File: config.mk
export PLATFORM = sky130hd
export DESIGN_NAME = div_share_sched
export DESIGN_NICKNAME = d
export VERILOG_FILES = /design/src/rtl/div_share_pkg.sv /design/src/rtl/div_mag_step.sv /design/src/rtl/div_share_sched.sv
export SDC_FILE = /design/constraint.sdc
export NUM_CORES = 1
export LEC_CHECK = 0
export CAP_MARGIN = 20
export CORE_MARGIN = 10
export CORE_UTILIZATION = 48
export DETAILED_ROUTE_END_ITERATION = 10
export PLACE_DENSITY = 0.79
export SKIP_LAST_GASP = 1
export SLEW_MARGIN = 20
export SYNTH_ARGS = -nofsm -noshare
export SYNTH_HDL_FRONTEND = slang
export SYNTH_SLANG_ARGS = --single-unit
File: constraint.sdc
create_clock -name clk -period 3.22 [get_ports clk]
set_input_delay 0.644 -clock clk [delete_from_list [all_inputs] [get_ports clk]]
set_output_delay 0.644 -clock clk [all_outputs]
set_load 0.1 [all_outputs]
File: src/rtl/div_share_pkg.sv
// div_share_pkg: shared constants and state encoding for the shared fixed-point divider.
// Rev 1.0
`default_nettype none
package div_share_pkg;
    localparam int N_DEF     = 32;
    localparam int Q_DEF     = 15;
    localparam int DIV_ITERS = N_DEF - 1 + Q_DEF;
    localparam int MAG_W     = N_DEF - 1;
    localparam int CNT_W     = $clog2(N_DEF + Q_DEF);

    typedef enum logic [1:0] {
        IDLE = 2'd0,
        ITER = 2'd1,
        DONE = 2'd2
    } state_e;
endpackage
`default_nettype wire

File: src/rtl/div_mag_step.sv
// div_mag_step: restoring magnitude divider, one quotient bit per step, MSB first.
// Rev 1.0
`default_nettype none
module div_mag_step #(
    parameter int MAG_W  = 31,
    parameter int WORK_W = 46
) (
    input  logic              clk,
    input  logic              rst_n,
    input  logic              load_i,
    input  logic              step_i,
    input  logic [WORK_W-1:0] dividend_i,
    input  logic [MAG_W-1:0]  divisor_i,
    output logic [WORK_W-1:0] qm_o
);
    logic [MAG_W-1:0]  rem_q, rem_d;
    logic [WORK_W-1:0] quo_q, quo_d;
    logic [MAG_W-1:0]  dvs_q;
    logic [MAG_W:0]    w_shift;
    logic [MAG_W:0]    w_diff;
    logic              w_fit;

    // The quotient register doubles as the dividend shifter: its MSB feeds the remainder.
    assign w_shift = {rem_q, quo_q[WORK_W-1]};
    assign w_fit   = (w_shift >= {1'b0, dvs_q});
    assign w_diff  = w_shift - {1'b0, dvs_q};

    always_comb begin
        rem_d = rem_q;
        quo_d = quo_q;
        if (step_i) begin
            rem_d = w_fit ? w_diff[MAG_W-1:0] : w_shift[MAG_W-1:0];
            quo_d = {quo_q[WORK_W-2:0], w_fit};
        end
    end

    always_ff @(posedge clk or negedge rst_n) begin
        if (!rst_n) begin
            rem_q <= '0;
            quo_q <= '0;
            dvs_q <= '0;
        end else if (load_i) begin
            rem_q <= '0;
            quo_q <= dividend_i;
            dvs_q <= divisor_i;
        end else begin
            rem_q <= rem_d;
            quo_q <= quo_d;
        end
    end

    assign qm_o = quo_q;
endmodule
`default_nettype wire

File: src/rtl/div_share_sched.sv
// div_share_sched: round-robin shared sign-magnitude fixed-point divider with fixed latency.
// Rev 1.0
`default_nettype none
module div_share_sched
    import div_share_pkg::*;
#(
    parameter int N    = N_DEF,
    parameter int Q    = Q_DEF,
    parameter int NREQ = 2
) (
    input  logic              clk,
    input  logic              rst_n,
    input  logic [NREQ-1:0]   req_valid,
    input  logic [NREQ*N-1:0] req_dividend,
    input  logic [NREQ*N-1:0] req_divisor,
    output logic [NREQ-1:0]   req_ready,
    output logic [NREQ-1:0]   rsp_valid,
    output logic [N-1:0]      rsp_quotient,
    output logic              rsp_overflow,
    output logic              busy
);
    localparam int MW = N - 1;
    localparam int WW = N - 1 + Q;
    localparam int CW = $clog2(N + Q);
    localparam int IW = $clog2(NREQ);

    state_e          state_q, state_d;
    logic [IW-1:0]   last_q, last_d;
    logic [IW-1:0]   owner_q, owner_d;
    logic            sign_q, sign_d;
    logic            bzero_q, bzero_d;
    logic [CW-1:0]   cnt_q, cnt_d;
    logic [N-1:0]    quot_q, quot_d;
    logic            ovf_q, ovf_d;

    logic [NREQ-1:0] w_grant;
    logic [IW-1:0]   w_gidx;
    logic [IW-1:0]   w_cand;
    logic            w_found;
    logic [N-1:0]    w_sel_a, w_sel_b;
    logic            w_hs;
    logic [WW-1:0]   w_qm;
    logic            w_ovf;
    logic [N-1:0]    w_quot;

    // Search starts one past the last winner, so every waiting requester is reached in rotation.
    always_comb begin
        w_grant = '0;
        w_gidx  = '0;
        w_cand  = '0;
        w_found = 1'b0;
        for (int k = 1; k <= NREQ; k++) begin
            w_cand = IW'((int'(last_q) + k) % NREQ);
            if (!w_found && req_valid[w_cand]) begin
                w_found         = 1'b1;
                w_grant[w_cand] = 1'b1;
                w_gidx          = w_cand;
            end
        end
    end

    assign req_ready = (state_q == IDLE) ? w_grant : '0;
    assign w_hs      = |(req_valid & req_ready);
    assign w_sel_a   = req_dividend[int'(w_gidx)*N +: N];
    assign w_sel_b   = req_divisor[int'(w_gidx)*N +: N];

    div_mag_step #(
        .MAG_W  (MW),
        .WORK_W (WW)
    ) u_mag (
        .clk        (clk),
        .rst_n      (rst_n),
        .load_i     (w_hs),
        .step_i     (state_q == ITER),
        .dividend_i ({w_sel_a[MW-1:0], {Q{1'b0}}}),
        .divisor_i  (w_sel_b[MW-1:0]),
        .qm_o       (w_qm)
    );

    // Any set bit above the magnitude field cannot be represented, so the result saturates.
    assign w_ovf  = (w_qm[WW-1:MW] != '0) || bzero_q;
    assign w_quot = {sign_q, w_ovf ? {MW{1'b1}} : w_qm[MW-1:0]};

    always_comb begin
        state_d = state_q;
        last_d  = last_q;
        owner_d = owner_q;
        sign_d  = sign_q;
        bzero_d = bzero_q;
        cnt_d   = cnt_q;
        quot_d  = quot_q;
        ovf_d   = ovf_q;
        case (state_q)
            IDLE: begin
                if (w_hs) begin
                    owner_d = w_gidx;
                    last_d  = w_gidx;
                    sign_d  = w_sel_a[N-1] ^ w_sel_b[N-1];
                    bzero_d = (w_sel_b[MW-1:0] == '0);
                    cnt_d   = CW'(WW - 1);
                    state_d = ITER;
                end
            end
            ITER: begin
                if (cnt_q == '0) state_d = DONE;
                else             cnt_d   = cnt_q - 1'b1;
            end
            DONE: begin
                quot_d  = w_quot;
                ovf_d   = w_ovf;
                state_d = IDLE;
            end
            default: state_d = IDLE;
        endcase
    end

    always_ff @(posedge clk or negedge rst_n) begin
        if (!rst_n) begin
            state_q <= IDLE;
            last_q  <= IW'(NREQ - 1);
            owner_q <= '0;
            sign_q  <= 1'b0;
            bzero_q <= 1'b0;
            cnt_q   <= '0;
            quot_q  <= '0;
            ovf_q   <= 1'b0;
        end else begin
            state_q <= state_d;
            last_q  <= last_d;
            owner_q <= owner_d;
            sign_q  <= sign_d;
            bzero_q <= bzero_d;
            cnt_q   <= cnt_d;
            quot_q  <= quot_d;
            ovf_q   <= ovf_d;
        end
    end

    assign rsp_valid    = (state_q == DONE) ? (NREQ'(1) << owner_q) : '0;
    assign rsp_quotient = (state_q == DONE) ? w_quot : quot_q;
    assign rsp_overflow = (state_q == DONE) ? w_ovf : ovf_q;
    assign busy         = (state_q != IDLE);
endmodule
`default_nettype wire

After elaboration in Yosys (flattened, before gate mapping)
Cells that the tools add are included. Widths: inputs -> output; s select.

Bits in registers: 153. Input port bits: 132. Output and inout bits: 38. Logic and storage cells: 76.

$add $sub $neg: 4. $lt $le $gt $ge: 5. Eq/ne operators: 5. Shift-type cells: 3. Muxes and demuxes: 29. Bitwise gates (word level): 3. Reductions and logical operators: 16.

Operators by type and width (number): $shiftx 64x7->32 (2); $mux 31 (4); $mux 46 (2); $ge 32x31->1 (1); $mux 32 (1); $logic_not 31->1 (1); $sub 31x31->31 (1); $reduce_bool 15->1 (1); $mux 2 (6); $mux 6 (2); $pmux 6 s2 (1); $mux 1 (10); $logic_not 6->1 (1); $reduce_bool 2->1 (3); $sub 6x1->6 const B (1); $lt 1x2->1 const B (2); $ne 2x2->1 const B (2); $pmux 2 s2 (1); $reduce_and 2->1 (2); $logic_and 1x1->1 (3); $reduce_and 3->1 (1); $add 1x1->1 const B (2); $and 2x2->2 (1); $demux 1 s1 (2); 11 further kinds (12).

Depth between registers and ports, before layout
Depth in word-level cells: 13. Depth in mapped cells: 15. Depth with buffers taken out: 13.

Cells and area by module
Synthesis repeated with hierarchy kept, for this count alone.

Cells, all modules: 1013. Area, all modules: 9394.0 µm².

By module, submodules not included: div_mag_step (times used 1, cells each 781, area each 6693.9 µm², seq. area each 2702.6 µm²); div_share_sched (times used 1, cells each 232, area each 2700.1 µm², seq. area each 1127.3 µm²).

Worst setup path after synthesis
OpenSTA, ideal clock, no wires.

Kind: register to register. Start point: reg u_mag.quo_q[45], in the netlist u_mag.qm_o[45]. End point: reg u_mag.rem_q[29]. Library setup time: 124 ps. Arrival: 2962 ps. Required time: 3096 ps. Setup slack: 134 ps. Cell stages (with the launch flop): 15. Buffers on the path: 1. Clock period less this slack: 3086 ps. Cell sequence: dfrtp_1 inv_1 ha_1 inv_1 fa_1 a211oi_1 o21bai_1 o211ai_1 a21oi_1 or4b_1 a311o_1 buf_6 nand3_2 mux2i_1 a211o_1.

Cells in the longest elaborated chain, start to end: 4. Elaborated cells on any way between the ends: 5. Classes of those cells: add/sub (1); order compare (1); mux (3).

RTL lines: start, declared (line div_mag_step.sv:17) `logic [WORK_W-1:0] quo_q, quo_d;`; start signal, assigned (line div_mag_step.sv:44) `quo_q <= dividend_i;`; start signal, assigned (line div_mag_step.sv:48) `quo_q <= quo_d;`; $sub 31x31->31 or $ge 32x31->1 (tied branches) (line div_mag_step.sv:26, div_mag_step.sv:25); $mux 31 (*) (line div_mag_step.sv:32) `rem_d = w_fit ? w_diff[MAG_W-1:0] : w_shift[MAG_W-1:0];`; $mux 31 (*) (line div_mag_step.sv:31) `if (step_i) begin`; $mux 31 (*) (line div_mag_step.sv:42) `end else if (load_i) begin`; end signal, assigned (line div_mag_step.sv:47) `rem_q <= rem_d;`; end, declared (line div_mag_step.sv:16) `logic [MAG_W-1:0] rem_q, rem_d;`.

Every way passes the cells marked *; elsewhere a longest branch is shown, timed or not. The select of a mux whose other input is x is not followed. A chain may end at the register's enable or synchronous reset.

Worst setup path in the final report
Start point: reg u_mag.quo_q[45], in the netlist u_mag.qm_o[45]. End point: reg u_mag.rem_q[3].

The elaborated chain is that of the path after synthesis.

==> flow_metrics.tcl <==
set metrics [dict create \
    ys_seq_area_share_pct 43.98 \
    synthCells 938 \
    critPathKind "register to register" \
    path_max_fanout 7 \
    final.period_utilization_pct 99.06 \
    die_h_um 154.7 \
    start_util_pct 48.64 \
    dr.pass1.iters 5 \
    finalSetupTns_ns 0 \
    synth_nets 1104 \
    wl_mm 24.32 \
    boundaryPins 170 \
    synth_area_um2 8708 \
    avgSynthCellArea_um2 9.284 \
    cts_htree_levels 4 \
    synth_flop_cell "dfrtp_1" \
    worst_slack_ns 0.03036 \
    grt_pass1_vias 7912 \
    cts.sinks 153 \
    ys_async_sr_fraction_pct 100.0 \
    seqCellArea_um2 3830 \
    fin_util_pct 65.68 \
    cap_violations 0 \
    synth-seq-cells 153 \
    clk_pin_slew_worst_paths_ns 0.07 \
    yosys_warnings 0 \
    rsz0062_at_grt "yes" \
    wl_met3_mm 1.747 \
    drv_slew 0 \
    worstMarginPinSlew_ns 0.7133 \
    critPathRequiredTime_ns 3.49 \
    syn_to_final_growth_pct 35.01 \
    core_area_um2 17900 \
    cts_buffer_depth 2 \
    worstHoldPathType "input port to async pin" \
    start_kind "register" \
    ant_nets 0 \
    dr_wl_met2_mm 12.13 \
    dr_total_vias 7744 \
    multiInputGateArea_um2 4574 \
    groute.usage.overall_pct 20.10 \
    dp_slack_ns -0.09316 \
    dpl.hpwl_mm 17.74 \
    grt_max_degree 91 \
    num_rows 49 \
    port_buffers 169 \
    clock_skew_ns 0.01041 \
    vdd_ir_drop_max_uv 720.1 \
    period_needed_ns 3.190 \
    num-fill-cells 1391 \
    fmax_mhz 313.5 \
    gp_congestion 0.9422 \
    arrival_ns 3.46 \
    p_per_area_nw_per_um2 1137 \
    grt_pass1_wl_mm 39.96 \
    clock-root-buffer "clkbuf_16" \
    synthDistinctLibCells 51 \
    wl_per_cell_um 18.21 \
    route.detailed.drc 0 \
    nNetsFinal 1260 \
    outcome "finished clean" \
    drive_gt1_share_pct 11.92 \
    cts_tree "yes" \
    antenna_cells 0 \
    finalHoldViolations 0 \
    cts_buffers 17 \
    highest_layer "met4" \
    relSlewSlack_pct 52.45 \
    die_w_um 154.7 \
    setup_viol 0 \
    clock_latency_ns 0.43 \
    antenna_found_initial 0 \
    leakage_nw 5.256 \
    viasPerCell 5.796 \
    drt_iter0_markers 457 \
    dieArea_um2 23930 \
    synth_edf_count 0 \
    cts_hold_buf 0 \
    grt-ovfl-total 0 \
    wirelength_met1_mm 10.05 \
    end_kind "register" \
]
## cell type report
type / instances / share of cell area (%)
Multi-Input combinational cell: 683 / 38.91
Sequential cell: 153 / 32.57
Timing Repair Buffer: 198 / 19.69
Clock buffer: 19 / 3.767
Tap cell: 229 / 2.437
Clock inverter: 13 / 1.320
Inverter: 41 / 1.309
## critical path: stages, from the launching register on
cell      delay, ns
dfrtp_1        0.38
inv_1          0.06
ha_2           0.17
inv_2          0.04
fa_2           0.34
a211oi_2       0.20
o21bai_2       0.10
o211ai_1       0.24
a21oi_1        0.10
or4b_4         0.49
a311o_2        0.50
buf_8          0.18
mux2i_1        0.15
o21ai_1        0.08
## synthesized netlist by cell type (15+ instances only)
cell type	instances	area, um2
nor4_1	20	125.1
o21ai_0	84	420.4
inv_1	41	153.9
nand2_1	129	484.2
nor2_1	33	123.9
o22a_1	31	271.5
xor2_1	15	131.4
dfrtp_1	152	3804
xnor2_1	16	140.1
a21oi_1	38	190.2
o21ai_1	36	180.2
ha_1	33	412.9
clkbuf_1	47	176.4
nand3_1	33	165.2
mux2i_1	79	790.8
a22oi_1	30	225.2
## placed cells by master, fill, tap and decap left out, drive strengths merged, types with 16 or more instances in the layout
| cell type | n |
|---|---|
| mux2i | 79 |
| buf | 67 |
| a21oi | 39 |
| xnor2 | 16 |
| inv | 48 |
| nand2 | 129 |
| o21ai | 120 |
| ha | 33 |
| nor4 | 20 |
| o22a | 31 |
| nor2 | 33 |
| a22oi | 30 |
| clkdlybuf4s50 | 130 |
| dfrtp | 152 |
| nand3 | 35 |
| clkbuf | 20 |
## flip-flops by register name (all words and copies together), names as in the netlist
name / cells
bzero_q: 1
cnt_q: 6
last_q: 1
ovf_q: 1
owner_q: 1
quot_q: 32
sign_q: 1
state_q: 2
u_mag.dvs_q: 31
u_mag.qm_o: 46
u_mag.rem_q: 31
## path summary, 6_finish.rpt
path,start,to,slack [ns],depth (start not counted)
max,u_mag.qm_o[45]$_DFFE_PN0P_,u_mag.rem_q[3]$_DFFE_PN0P_,0.03,13
max in group asynchronous,rst_n,u_mag.qm_o[7]$_DFFE_PN0P_,2.15,2
min reg2reg,u_mag.dvs_q[19]$_DFFE_PN0N_,u_mag.dvs_q[19]$_DFFE_PN0N_,0.48,2
min,rst_n,bzero_q$_DFFE_PN0P_,0.18,1
min in group clk,u_mag.dvs_q[19]$_DFFE_PN0N_,u_mag.dvs_q[19]$_DFFE_PN0N_,0.48,2
max reg2reg,u_mag.qm_o[45]$_DFFE_PN0P_,u_mag.rem_q[3]$_DFFE_PN0P_,0.03,13
## what timing repair did
item / in CTS / in global routing
resized for setup: 10 / 17
buffers inserted: 2 / 0
setup endpoints to repair: 30 / 32
gates cloned: 2 / 0
pin swaps: 3 / 10
## power by group
group | switching, W | internal (W) | total, W
clock network | 0.000864 | 0.00119 | 0.00205
registers | 0.000620 | 0.00277 | 0.00339
logic | 0.00446 | 0.00347 | 0.00793
total | 0.00594 | 0.00743 | 0.0134
## logic make-up (layout without fill, tap and decap cells)
family | after synthesis | in the layout | share of synthesized area [%]
flip-flops | 153 | 153 | 43.98
XOR/XNOR | 31 | 31 | 3.118
adder cells (fa/ha/maj) | 34 | 34 | 4.971
AND/OR/NAND/NOR | 258 | 258 | 13.45
AO/OA/AOI/OAI | 279 | 280 | 20.40
buffers and inverters | 103 | 271 | 4.871
multiplexers | 80 | 80 | 9.210
## metrics by stage
stage          area [um2]  hold slack, ns  power (W)  instances
2_1_floorplan        8708          0.3484   0.008905        938
3_3_place_gp        11020          0.4661    0.01055       1300
3_5_place_dp        11020          0.4703    0.01080       1300
4_1_cts             11710          0.1944    0.01319       1336
5_1_grt             11760          0.2044    0.01444       1336
6_report            11760          0.1753    0.01337       1336
## per-layer routing
layer / vias to the layer above / global-route usage [%]
met3: 33 / 6.656
met4: 0 / 5.623
met5: - / 0
met1: 3776 / 23.88
met2: 233 / 33.92
li1: 3702 / -
Power figures use the tool's default switching activity.
